File: config.mk
export PLATFORM = sky130hd
export DESIGN_NAME = conv_window_gen
export DESIGN_NICKNAME = d
export VERILOG_FILES = /design/src/rtl/conv_window_gen.sv
export SDC_FILE = /design/constraint.sdc
export NUM_CORES = 1
export LEC_CHECK = 0
export CAP_MARGIN = 30
export CORE_MARGIN = 10
export CORE_UTILIZATION = 59
export DETAILED_ROUTE_END_ITERATION = 16
export MAX_ROUTING_LAYER = met4
export PLACE_DENSITY = 0.79
export REMOVE_ABC_BUFFERS = 1
export SLEW_MARGIN = 20
export SYNTH_ARGS = -nofsm -noshare
export SYNTH_HDL_FRONTEND = slang
export SYNTH_SLANG_ARGS = --single-unit
File: constraint.sdc
create_clock -name clk -period 5 [get_ports clk]
set_input_delay 1.25 -clock clk [delete_from_list [all_inputs] [get_ports clk]]
set_output_delay 1.25 -clock clk [all_outputs]
set_load 0.005 [all_outputs]
File: src/rtl/conv_window_gen.sv
// conv_window_gen: 3x3 sliding-window generator over a row-major pixel stream.
// Latency: accept -> win_valid is 1 cycle (2 cycles when WINDOW_OUT_REG_EN is defined).
// Backpressure: in_ready is high only while a frame is running; it is not
//   affected by the consumer, so win_valid/frame_done are one-cycle pulses.
//
// Optional build macro: WINDOW_OUT_REG_EN adds a register stage on win_data,
//   win_valid and frame_done. The FSM timing is the same either way.
//
// Ports:
//   clk, rst        clock, asynchronous active-low reset
//   start           one-cycle pulse that arms a frame (ignored unless idle)
//   in_valid/in_data/in_ready   pixel input handshake
//   win_valid/win_data          window output, element i = 3*row + col, i=8 newest
//   frame_done      one-cycle pulse after the last pixel of a frame
module conv_window_gen #(
  parameter int DATA_WIDTH = 16,
  parameter int IMG_W      = 28,
  parameter int IMG_H      = 28,
  parameter int STRIDE     = 1
) (
  input  logic                    clk,
  input  logic                    rst,
  input  logic                    start,
  input  logic                    in_valid,
  input  logic [DATA_WIDTH-1:0]   in_data,
  output logic                    in_ready,
  output logic                    win_valid,
  output logic [9*DATA_WIDTH-1:0] win_data,
  output logic                    frame_done
);

  localparam int CW = $clog2(IMG_W);
  localparam int RW = $clog2(IMG_H);

  typedef enum logic [1:0] {S_IDLE, S_RUN, S_DONE} state_t;

  state_t r_state;
  state_t w_next;

  logic [CW-1:0] r_col;
  logic [RW-1:0] r_row;

  logic w_accept;
  logic w_last_col;
  logic w_last_pix;
  logic w_row_ok;
  logic w_col_ok;
  logic w_emit;

  // Two line delays: r_lb1 tap is the pixel one row above, r_lb2 tap two rows above.
  logic [DATA_WIDTH-1:0] r_lb1 [IMG_W];
  logic [DATA_WIDTH-1:0] r_lb2 [IMG_W];
  logic [DATA_WIDTH-1:0] r_win [9];

  logic                    r_win_vld;
  logic                    r_done;
  logic [9*DATA_WIDTH-1:0] w_win_flat;

  assign in_ready   = (r_state == S_RUN);
  assign w_accept   = in_valid && in_ready;
  assign w_last_col = (r_col == CW'(IMG_W - 1));
  assign w_last_pix = w_last_col && (r_row == RW'(IMG_H - 1));

  // Stride phase is measured from the first complete window at (2,2).
  assign w_row_ok = (int'(r_row) >= 2) && (((int'(r_row) - 2) % STRIDE) == 0);
  assign w_col_ok = (int'(r_col) >= 2) && (((int'(r_col) - 2) % STRIDE) == 0);
  assign w_emit   = w_row_ok && w_col_ok;

  // State register
  always_ff @(posedge clk or negedge rst) begin
    if (!rst) begin
      r_state <= S_IDLE;
    end else begin
      r_state <= w_next;
    end
  end

  // Next-state logic
  always_comb begin
    w_next = r_state;
    case (r_state)
      S_IDLE:  if (start) w_next = S_RUN;
      S_RUN:   if (w_accept && w_last_pix) w_next = S_DONE;
      S_DONE:  w_next = S_IDLE;
      default: w_next = S_IDLE;
    endcase
  end

  // Position counters; they return to 0 after the last pixel so the next
  // frame starts clean without needing the start pulse to clear them.
  always_ff @(posedge clk or negedge rst) begin
    if (!rst) begin
      r_col <= '0;
      r_row <= '0;
    end else if (w_accept) begin
      if (w_last_col) begin
        r_col <= '0;
        r_row <= (r_row == RW'(IMG_H - 1)) ? '0 : r_row + RW'(1);
      end else begin
        r_col <= r_col + CW'(1);
      end
    end
  end

  // Line delays and window array shift only on accepted pixels. Contents are
  // deliberately kept across frames: row gating hides anything stale.
  always_ff @(posedge clk or negedge rst) begin
    if (!rst) begin
      for (int k = 0; k < IMG_W; k++) begin
        r_lb1[k] <= '0;
        r_lb2[k] <= '0;
      end
      for (int i = 0; i < 9; i++) begin
        r_win[i] <= '0;
      end
    end else if (w_accept) begin
      r_lb1[0] <= in_data;
      r_lb2[0] <= r_lb1[IMG_W-1];
      for (int k = 1; k < IMG_W; k++) begin
        r_lb1[k] <= r_lb1[k-1];
        r_lb2[k] <= r_lb2[k-1];
      end
      for (int rr = 0; rr < 3; rr++) begin
        r_win[3*rr]     <= r_win[3*rr+1];
        r_win[3*rr + 1] <= r_win[3*rr+2];
      end
      r_win[2] <= r_lb2[IMG_W-1];
      r_win[5] <= r_lb1[IMG_W-1];
      r_win[8] <= in_data;
    end
  end

  always_ff @(posedge clk or negedge rst) begin
    if (!rst) begin
      r_win_vld <= 1'b0;
      r_done    <= 1'b0;
    end else begin
      r_win_vld <= w_accept && w_emit;
      r_done    <= w_accept && w_last_pix;
    end
  end

  always_comb begin
    w_win_flat = '0;
    for (int i = 0; i < 9; i++) begin
      w_win_flat[i*DATA_WIDTH +: DATA_WIDTH] = r_win[i];
    end
  end

`ifdef WINDOW_OUT_REG_EN
  // Output stage runs freely so it drains after the FSM has gone idle.
  logic                    r_out_vld;
  logic                    r_out_done;
  logic [9*DATA_WIDTH-1:0] r_out_dat;

  always_ff @(posedge clk or negedge rst) begin
    if (!rst) begin
      r_out_vld  <= 1'b0;
      r_out_done <= 1'b0;
      r_out_dat  <= '0;
    end else begin
      r_out_vld  <= r_win_vld;
      r_out_done <= r_done;
      r_out_dat  <= w_win_flat;
    end
  end

  assign win_valid  = r_out_vld;
  assign frame_done = r_out_done;
  assign win_data   = r_out_dat;
`else
  assign win_valid  = r_win_vld;
  assign frame_done = r_done;
  assign win_data   = w_win_flat;
`endif

endmodule

After elaboration in Yosys (flattened, before gate mapping). Cells that the tools add are included.

Flip-flop bits (word level): 958. Bits in latches: 0. Memory bits (writable): 0. ROM bits: 0. Input port bits: 20. Output and inout bits: 147. Word-level logic and storage cells: 86. Memories: 0.

Add/subtract/negate cells: 2. Multipliers: 0. Div/mod/pow operators: 0. Order comparisons: 2. Equality and inequality tests: 5. Shift-type cells: 0. Multiplexer cells: 5. Bitwise logic cells: 0. Reduce and logical (&&, ||, !) cells: 8.

Operator list (count): 5-bit by 1-bit adder with 5-bit output (second input constant) (2); 5-bit equality test (second input constant) (2); 5-bit by 2-bit greater-or-equal comparator with 1-bit output (second input constant) (2); 5-bit 2-to-1 mux (2); 1-bit logical AND (5); 2-bit 2-to-1 mux (2); 2-bit case mux with 2 select lines (1); 2-bit AND reduction (2); 2-bit by 1-bit equality test with 1-bit output (second input constant) (1); 2-bit logical NOT (1); 2-bit by 1-bit inequality test with 1-bit output (second input constant) (1); 2-bit inequality test (second input constant) (1).

Depth between registers and ports, before layout. Gate-level depths: netlist of run 1.

Depth in word-level cells: 5. Gate-level depth with buffers: 7. Depth with buffers taken out: 5.

Worst setup path before layout of run 1. Ideal clock, no wire load.

Path kind: input to register. Start point: input in_valid. End point: register r_row[1]. Library setup time: 0.125 ns. Arrival: 2.074 ns. Data required time: 4.875 ns. Slack: 2.802 ns. Cell stages on the path: 3. Buffers on the path: 0. Cell sequence: nand4b_4 -> nor3_1 -> mux2_2.

Word-level cells in the longest chain between the ends: 2.

RTL lines: from (decl) (line 24) `input logic in_valid,`; 1-bit logical AND (line 60) `assign w_accept = in_valid && in_ready;`; 2-bit AND reduction (no line); to (signal assigned) (line 98) `r_row <= (r_row == RW'(IMG_H - 1)) ? '0 : r_row + RW'(1);`; to (decl) (line 41) `logic [RW-1:0] r_row;`.

Every way passes these cells. A chain may end at the register's enable or synchronous reset.

Final worst setup path of run 1.
Start point: register r_state[0]. End point: output in_ready.

Word-level cells in the longest chain between the ends: 1.

RTL lines: from (decl) (line 37) `state_t r_state;`; from (signal assigned) (line 74) `r_state <= w_next;`; 2-bit by 1-bit equality test with 1-bit output (line 59) `assign in_ready = (r_state == S_RUN);`; to (decl) (line 26) `output logic in_ready,`.

Every way passes these cells.

==> flow_summary.toml, run 1 <==
[worst_setup_path]
crit_arrival_ns = 1.77
start_kind = "flip-flop"
crit_chain = "nor2b_1 > clkdlybuf4s50_1"
cp-end-kind = "output port"
worst-path-buf-inv = 1
crit_required_ns = 3.75
max_stage_delay_ns = 0.52
path_delay_family = "buffers and inverters"
regToRegSetupSlack_ns = 2.86
slowest_stage = "clkdlybuf4s50_1"
crit_type = "flip-flop to output port"
crit_path_max_fanout = 5

[power_and_ir_drop]
p_leak_nw = 23.8
vdd_ir_drop_max_v = 0.000302
p_per_area_nw_per_um2 = 415

[run_status]
status = "finished clean"

[cells_and_area]
n_antenna_cell = 0
syn_to_final_growth_pct = 12.6
fillCellCount = 4827
drive_above_1_share_pct = 5.36
layout.cells.non_filler = 5087
fin_nets = 4193
finalInstanceArea_um2 = 41800

[synthesis]
synth_area_um2 = 37100
synthArstFlopShare_pct = 100
synth-edff-count = 0
ys_ff_latch = 958
yosys_warnings = 0
ys_types = 31
syn_area_per_cell_um2 = 8.94
synth_common_cells = "2,839 x nand2_1, 958 x dfrtp_1, 112 x buf_4"
synth_top_family_by_area = "simple AND/OR/NAND/NOR gates"
synth_xor_area_share_pct = 0
ys_seq_area_share_pct = 64.5
synth_area_leaders = "dfrtp_1 65%, nand2_1 29%, buf_4 2.3%"
synth_top_area_share_pct = 64.5
yosys.area_share.simple_pct = 29.2
synthCells = 4155
synthMuxAreaShare_pct = 0.148
ys.flop_type = "dfrtp_1"
synth.most_common_cell = "nand2_1"
yosysTopAreaCell = "dfrtp_1"
synth-compound-area-share_pct = 0.195
synth-adder-area-share_pct = 0.135

[die]
core_um2 = 62100
dieHeight_um = 271
start_util_pct = 59.9
ios = 167
fp.dieArea_um2 = 73400
die_w_um = 271
rows = 91

[grt]
grt-ovfl-total = 0
antenna_found_initial = 0
grt_pass1_wl_um = 109000
gr-usage-all-layers_pct = 17.5
grt_pass1_vias = 24400
grt_max_degree = 174

[sta]
setup_violations = 0
slew_headroom_pct = 31.9
worst_pin_slew_ns = 1.02
setup_tns_ns = 0
fmax_ghz = 0.331
period_needed_ns = 3.02
slew_violations = 0
hold_slack_ns = 0.456
finalHoldViolations = 0
rsz0062_at_grt = "false"
final.period_utilization_pct = 60.5
skew_ns = 0.0204

[job]
maxCapViolCount = 0

[clock_network]
cts_buffers = 97
ctsHoldBuffers = 0
cts_tree = "done"
root_buffer = "clkbuf_16"
post_cts_buffers = 0
htreeDepth = 3
insertion_delay_ns = 0.63
clk_pin_slew_ns = 0.06
clock_path_buffers = 3
clock-sinks = 958
ctsResizeCount = 0

[detailed_routing]
via_per_inst = 4.86
drcViolationCount = 0
totalWireLength_um = 61200
wl_per_cell_um = 12.0
drt_first_iter_violations = 2035
vias = 24700
dr.pass1.iters = 5
final_antenna_net_count = 0

[placement]
hpwl_um = 34200
port_buffers = 166
placed_area_um2 = 38400
routabilityCongestion = 0.720
dp_cells = 4907

[hold_path]
hold_path.class = "flip-flop to flip-flop"
-- sequential cells by signal (all words and copies together) (netlist names) --
name / count
r_lb1: 448
frame_done: 1
win_valid: 1
r_col: 5
r_state: 2
win_data: 48
r_lb2: 448
r_row: 5
-- placed cells by master, fill, tap and decap left out, drive strengths merged, types with 2 or more instances in the layout --
cell / instances
nand2: 2839
ha: 4
and3b: 2
clkinvlp: 4
nand3: 3
bufinv: 11
clkbuf: 134
nor4: 4
a21oi: 3
mux2: 4
nor2: 5
buf: 58
dfrtp: 958
clkinv: 25
nand4b: 2
o21ai: 5
inv: 10
clkdlybuf4s50: 165
nor2b: 2
nor3: 2
-- final timing paths --
check                           start          to  cells past startpoint
max                        r_state[0]    in_ready                      2
min                        r_lb1[175]  r_lb1[159]                      2
max reg2reg                r_state[1]  r_lb1[405]                      5
min reg2reg                r_lb1[175]  r_lb1[159]                      2
max in group asynchronous         rst  r_lb1[378]                      2
min in group asynchronous         rst   r_lb2[37]                      1
-- layer usage --
metal	wire length, µm	vias up	global-route usage, %
met1	28400	11900	21.9
met2	29100	319	28.8
met4	1260	0	5.01
met3	2400	112	3.26
li1	-	12400	-
met5	0	-	-
-- cells by family after synthesis --
logic type / Yosys count
buffers and inverters: 312
muxes: 5
and+or+nand+nor: 2864
DFF: 958
adders and majority gates: 4
AOI/OAI and AO/OA: 12
-- worst register-to-register path, delay by kind of cell, from the launching register on --
kind          cells  cell delay (ns)
flops             1             0.42
buf+inv           2             0.75
simple gates      3             0.91
-- through the flow --
stage / power, mW / util [%] / setup slack, ns
6_report: 17.4 / 67.4 / 1.98
5_1_grt: 18.2 / 67.4 / 1.86
4_1_cts: 17.6 / 67.4 / 1.93
3_5_place_dp: 10.1 / 61.9 / 1.58
3_3_place_gp: 10.0 / 61.9 / 1.63
2_1_floorplan: 9.64 / - / -15.95
-- area by class of cell --
class                      count  area [µm²]  share of cell area, %
clock buffer                 134        2800                   6.69
clock inverter                46         579                   1.39
inverter                       4        15.0                 0.0359
multi-input combinational   2885       11000                   26.3
sequential                   958       24000                   57.3
tap                          837        1050                   2.50
timing repair buffer         223        2390                   5.73
-- report_power, final --
| part | total [mW] | switching (mW) | internal [mW] |
|---|---|---|---|
| sequential | 8.72 | 0.354 | 8.37 |
| clock | 7.46 | 2.96 | 4.50 |
| combinational | 1.19 | 0.753 | 0.438 |
| total | 17.4 | 4.07 | 13.3 |
Power figures use the tool's default switching activity.
==> run 2, diff against run 1 <==
==> constraint.sdc (replaced) <==
create_clock -name clk -period 3.15 [get_ports clk]
set_input_delay 0.7875 -clock clk [delete_from_list [all_inputs] [get_ports clk]]
set_output_delay 0.7875 -clock clk [all_outputs]
set_load 0.005 [all_outputs]
==> flow_summary.toml, run 2 (same netlist as run 1, synthesis figures left out) <==
[run_status]
status = "finished clean"

[die]
fp.dieArea_um2 = 73400
rows = 91
start_util_pct = 59.9
dieHeight_um = 271
core_um2 = 62100
ios = 167
die_w_um = 271

[cells_and_area]
fillCellCount = 4806
syn_to_final_growth_pct = 13.7
register_area_um2 = 24000
n_antenna_cell = 0
drive_above_1_share_pct = 5.80
fin_nets = 4221
layout.cells.most_common = "nand2_1"
layout_common_cells = "2,839 x nand2_1, 958 x dfrtp_1, 165 x clkdlybuf4s50_1"
multiInputGateArea_um2 = 11000

[detailed_routing]
via_per_inst = 4.84
final_antenna_net_count = 0
drt_first_iter_violations = 1932
drcViolationCount = 0
totalWireLength_um = 62100
wl_met2_um = 29100
vias = 24700
wl_per_cell_um = 12.2
dr.pass1.iters = 5
highest_layer = "met4"
route.met3.wl_um = 2480
wl_met1_um = 29500

[power_and_ir_drop]
p_sw_mw = 6.33
clkPwrFrac_pct = 42.6
p_int_mw = 21.2
p_leak_nw = 24.0
p_sw_share_pct = 23.0
p_per_area_nw_per_um2 = 652
pwr-share-comb_pct = 7.1
vdd_ir_drop_max_v = 0.000437
p_seq_share_pct = 50.3

[grt]
grt_pass1_wl_um = 112000
antenna_found_initial = 0
grt_max_degree = 88
gr-usage-all-layers_pct = 17.9
grt_pass1_vias = 24500
grt-ovfl-total = 0

[worst_setup_path]
cp-end-kind = "output port"
crit_path_max_fanout = 5
crit_arrival_ns = 1.78
start_kind = "flip-flop"
crit_type = "flip-flop to output port"
crit_required_ns = 2.36

[hold_path]
hold_path.class = "input port to asynchronous set/reset pin"

[clock_network]
post_cts_buffers = 0
ctsResizeCount = 0
clk_pin_slew_ns = 0.06
clock-sinks = 958
insertion_delay_ns = 0.63
cts_buffers = 96
root_buffer = "clkbuf_16"
cts_tree = "done"
htreeDepth = 3
ctsHoldBuffers = 0
clock_path_buffers = 3

[sta]
slew_headroom_pct = 61.0
finalHoldViolations = 0
skew_ns = 0.0211
period_needed_ns = 2.57
final.period_utilization_pct = 81.5
worst_pin_slew_ns = 0.585
rsz0062_at_grt = "false"
slew_violations = 0
fmax_ghz = 0.390
setup_violations = 0
setup_tns_ns = 0
hold_slack_ns = 0.137

[placement]
port_buffers = 166
hpwl_um = 36700
routabilityCongestion = 0.733

[job]
maxCapViolCount = 0
run 2: critical path, stage by stage, from the launching register on:
cell             delay [ns]
dfrtp_1                0.45
nor2b_1                0.17
clkdlybuf4s50_1        0.54
run 2: layout make-up:
cell class	instances	share of cell area (%)
clock buffers	140	6.76
clock inverters	37	1.11
inverters	4	0.0356
multi-input cells	2885	26.1
flip-flops and latches	958	56.8
well taps	837	2.48
repair buffers	252	6.75
run 2: per-stage QoR:
| step | worst slack, ns | total power [mW] | instances | util, % | cell area (µm²) |
|---|---|---|---|---|---|
| 4_1_cts | 0.532 | 27.9 | 5113 | 68.0 | 42200 |
| 6_report | 0.584 | 27.5 | 5113 | 68.0 | 42200 |
| 2_1_floorplan | -17.33 | 15.3 | 3847 | - | 35000 |
| 5_1_grt | 0.524 | 28.8 | 5113 | 68.0 | 42200 |
| 3_3_place_gp | 0.628 | 16.0 | 4936 | 62.7 | 38900 |
| 3_5_place_dp | 0.597 | 16.1 | 4936 | 62.7 | 38900 |
run 2: worst paths after layout:
kind / from / to / slack, ns / cells after the start
worst max-delay path: r_state[0] / in_ready / 0.58 / 2
worst min-delay path: rst / r_lb2[101] / 0.14 / 1
worst max register to register: r_col[1] / r_row[1] / 1.31 / 4
worst min register to register: r_lb1[172] / r_lb1[156] / 0.44 / 2
max in group asynchronous: rst / r_lb1[311] / 2.11 / 2
min in group clk: r_lb1[172] / r_lb1[156] / 0.44 / 2
run 2: metal layers:
metal,GRT usage (%),up-vias
li1,-,12500
met1,22.8,11900
met2,29.1,291
met3,3.77,92
met4,4.09,0
met5,-,-
run 2: power groups by stage:
stage | Combinational, mW | Clock (mW) | Sequential [mW]
CTS | 2.03 | 12.1 | 13.8
global route | 2.31 | 12.6 | 14.0
global placement | 1.94 | 0 | 14.0
floorplan | 1.36 | 0 | 13.9
detailed placement | 2.01 | 0 | 14.1
finish | 1.96 | 11.7 | 13.8
==> run 3, diff against run 2 <==
--- a/config.mk
+++ b/config.mk
@@ -7,10 +7,10 @@
 export LEC_CHECK = 0
 export CAP_MARGIN = 30
 export CORE_MARGIN = 10
-export CORE_UTILIZATION = 59
+export CORE_UTILIZATION = 54
 export DETAILED_ROUTE_END_ITERATION = 16
 export MAX_ROUTING_LAYER = met4
-export PLACE_DENSITY = 0.79
+export PLACE_DENSITY = 0.76
 export REMOVE_ABC_BUFFERS = 1
 export SLEW_MARGIN = 20
 export SYNTH_ARGS = -nofsm -noshare
==> constraint.sdc (replaced) <==
create_clock -name clk -period 2.1 [get_ports clk]
set_input_delay 0.525 -clock clk [delete_from_list [all_inputs] [get_ports clk]]
set_output_delay 0.525 -clock clk [all_outputs]
set_load 0.005 [all_outputs]
==> flow_summary.toml, run 3 (same netlist as run 1, synthesis figures left out) <==
[sta]
worst_pin_slew_ns = 0.589
setup_violations = 0
setup_tns_ns = 0
layout_setup_ws_ns = 0.0586
skew_ns = 0.0273
period_needed_ns = 2.04
final.period_utilization_pct = 97.2
finalHoldViolations = 0
slew_headroom_pct = 60.7
fmax_ghz = 0.490
slew_violations = 0

[clock_network]
htreeDepth = 3
root_buffer = "clkbuf_16"
insertion_delay_ns = 0.63
clk_pin_slew_ns = 0.06
clock_path_buffers = 3
clock-sinks = 958
cts_tree = "done"
cts_buffers = 97

[grt]
antenna_found_initial = 0
grt_max_degree = 98
grt-ovfl-total = 0
grt_pass1_wl_um = 114000
gr-usage-all-layers_pct = 17.1
grt_pass1_vias = 24500

[cells_and_area]
fillCellCount = 5609
drive_above_1_share_pct = 7.54
final_util_pct = 62.9
syn_to_final_growth_pct = 15.7
n_antenna_cell = 0
layout.cells.most_common = "nand2_1"
layout_common_cells = "2,839 x nand2_1, 957 x dfrtp_1, 124 x buf_4"
fin_nets = 4314

[die]
core_um2 = 68300
rows = 96
start_util_pct = 54.3
die_w_um = 282
fp.dieArea_um2 = 79700
dieHeight_um = 282
ios = 167

[worst_setup_path]
reg2reg_from = "r_col[1]"
start_kind = "flip-flop"
regToRegSetupSlack_ns = 0.38
reg2reg_to = "r_row[2]"
crit_chain = "clkdlybuf4s50_1"
cp-startpoint = "win_data[16]"
crit_arrival_ns = 1.52
worst-path-buf-inv = 1
worst-path-stages = 1
crit_required_ns = 1.57
crit_path_max_fanout = 3
cp-end-kind = "output port"
slowest_stage = "clkdlybuf4s50_1"
crit_type = "flip-flop to output port"
ff2ff_path_depth = 4
path_delay_family = "buffers and inverters"
endpoint = "win_data[16]"
max_stage_delay_ns = 0.52

[power_and_ir_drop]
p_per_area_nw_per_um2 = 945
vdd_ir_drop_max_v = 0.000682
p_leak_nw = 25.3

[detailed_routing]
final_antenna_net_count = 0
dr.pass1.iters = 5
drt_first_iter_violations = 1850
drcViolationCount = 0
vias = 25100
totalWireLength_um = 64600
wl_per_cell_um = 12.3
via_per_inst = 4.79

[run_status]
status = "finished clean"

[placement]
routabilityCongestion = 0.730
dp_slack_ns = -0.0778
port_buffers = 166
hpwl_um = 38700

[hold_path]
hold_path.class = "input port to asynchronous set/reset pin"

[job]
maxCapViolCount = 0
## run 3: cell types whose count changed in the layout (fill, tap and decap cells not counted), moves of 10 or more
cell,delta
buf_4,+81
clkdlybuf4s50_1,-85
buf_12,+10
dlymetal6s2s_1,+50
dlygate4sd2_1,+35
## run 3: metrics by stage
step / hold WS [ns] / area [µm²] / power (mW) / std cells
5_1_grt: 0.388 / 43000 / 42.6 / 5246
4_1_cts: 0.362 / 42700 / 41.2 / 5224
3_3_place_gp: 0.437 / 39400 / 24.1 / 5023
3_5_place_dp: 0.436 / 39400 / 24.2 / 5023
6_report: 0.384 / 43000 / 40.6 / 5246
2_1_floorplan: 0.229 / 35000 / 23.0 / 3847
## run 3: cell type report
cell class                 instances  area, µm²  share of cell area (%)
clock buffer                     149       2870                    6.69
tap                              882       1100                    2.57
timing repair buffer             344       3750                    8.73
inverter                           4       15.0                  0.0349
multi-input combinational       2885      11000                    25.6
clock inverter                    24        241                   0.562
sequential                       958      24000                    55.8
## run 3: report_power, final
group | leakage (nW) | internal (mW) | switching (mW) | total, mW
combinational | 10.6 | 1.21 | 1.87 | 3.08
clock | 1.54 | 9.87 | 6.87 | 16.7
sequential | 13.1 | 19.9 | 0.843 | 20.8
total | 25.3 | 31.0 | 9.58 | 40.6
## run 3: routing by layer
layer	share of wire, %	up-vias	wire [µm]	track usage [%]
met5	0	-	0	-
met4	2.0	0	1290	4.38
met3	4.0	111	2600	3.31
met2	47	314	30200	27.2
met1	47	12000	30500	22.5
li1	-	12700	-	-
## run 3: worst min path at each step
stage	startpoint	endpoint	slack (ns)	cells past startpoint
after floorplan	rst	frame_done	0.23	0
after global placement	rst	win_data[33]	0.44	1
after detailed placement	rst	win_data[17]	0.44	1
after CTS	rst	win_data[17]	0.36	2
after global routing	rst	win_data[17]	0.39	2
final	rst	win_data[17]	0.38	2
## run 3: timing repair
action / in CTS / in global routing
setup endpoints to repair: 56 / 61
gates resized for setup: 36 / 50
hold buffers: 1 / 0
buffers inserted: 27 / 22
endpoints found under the hold margin: 16 / 0
gates cloned: 0 / 0
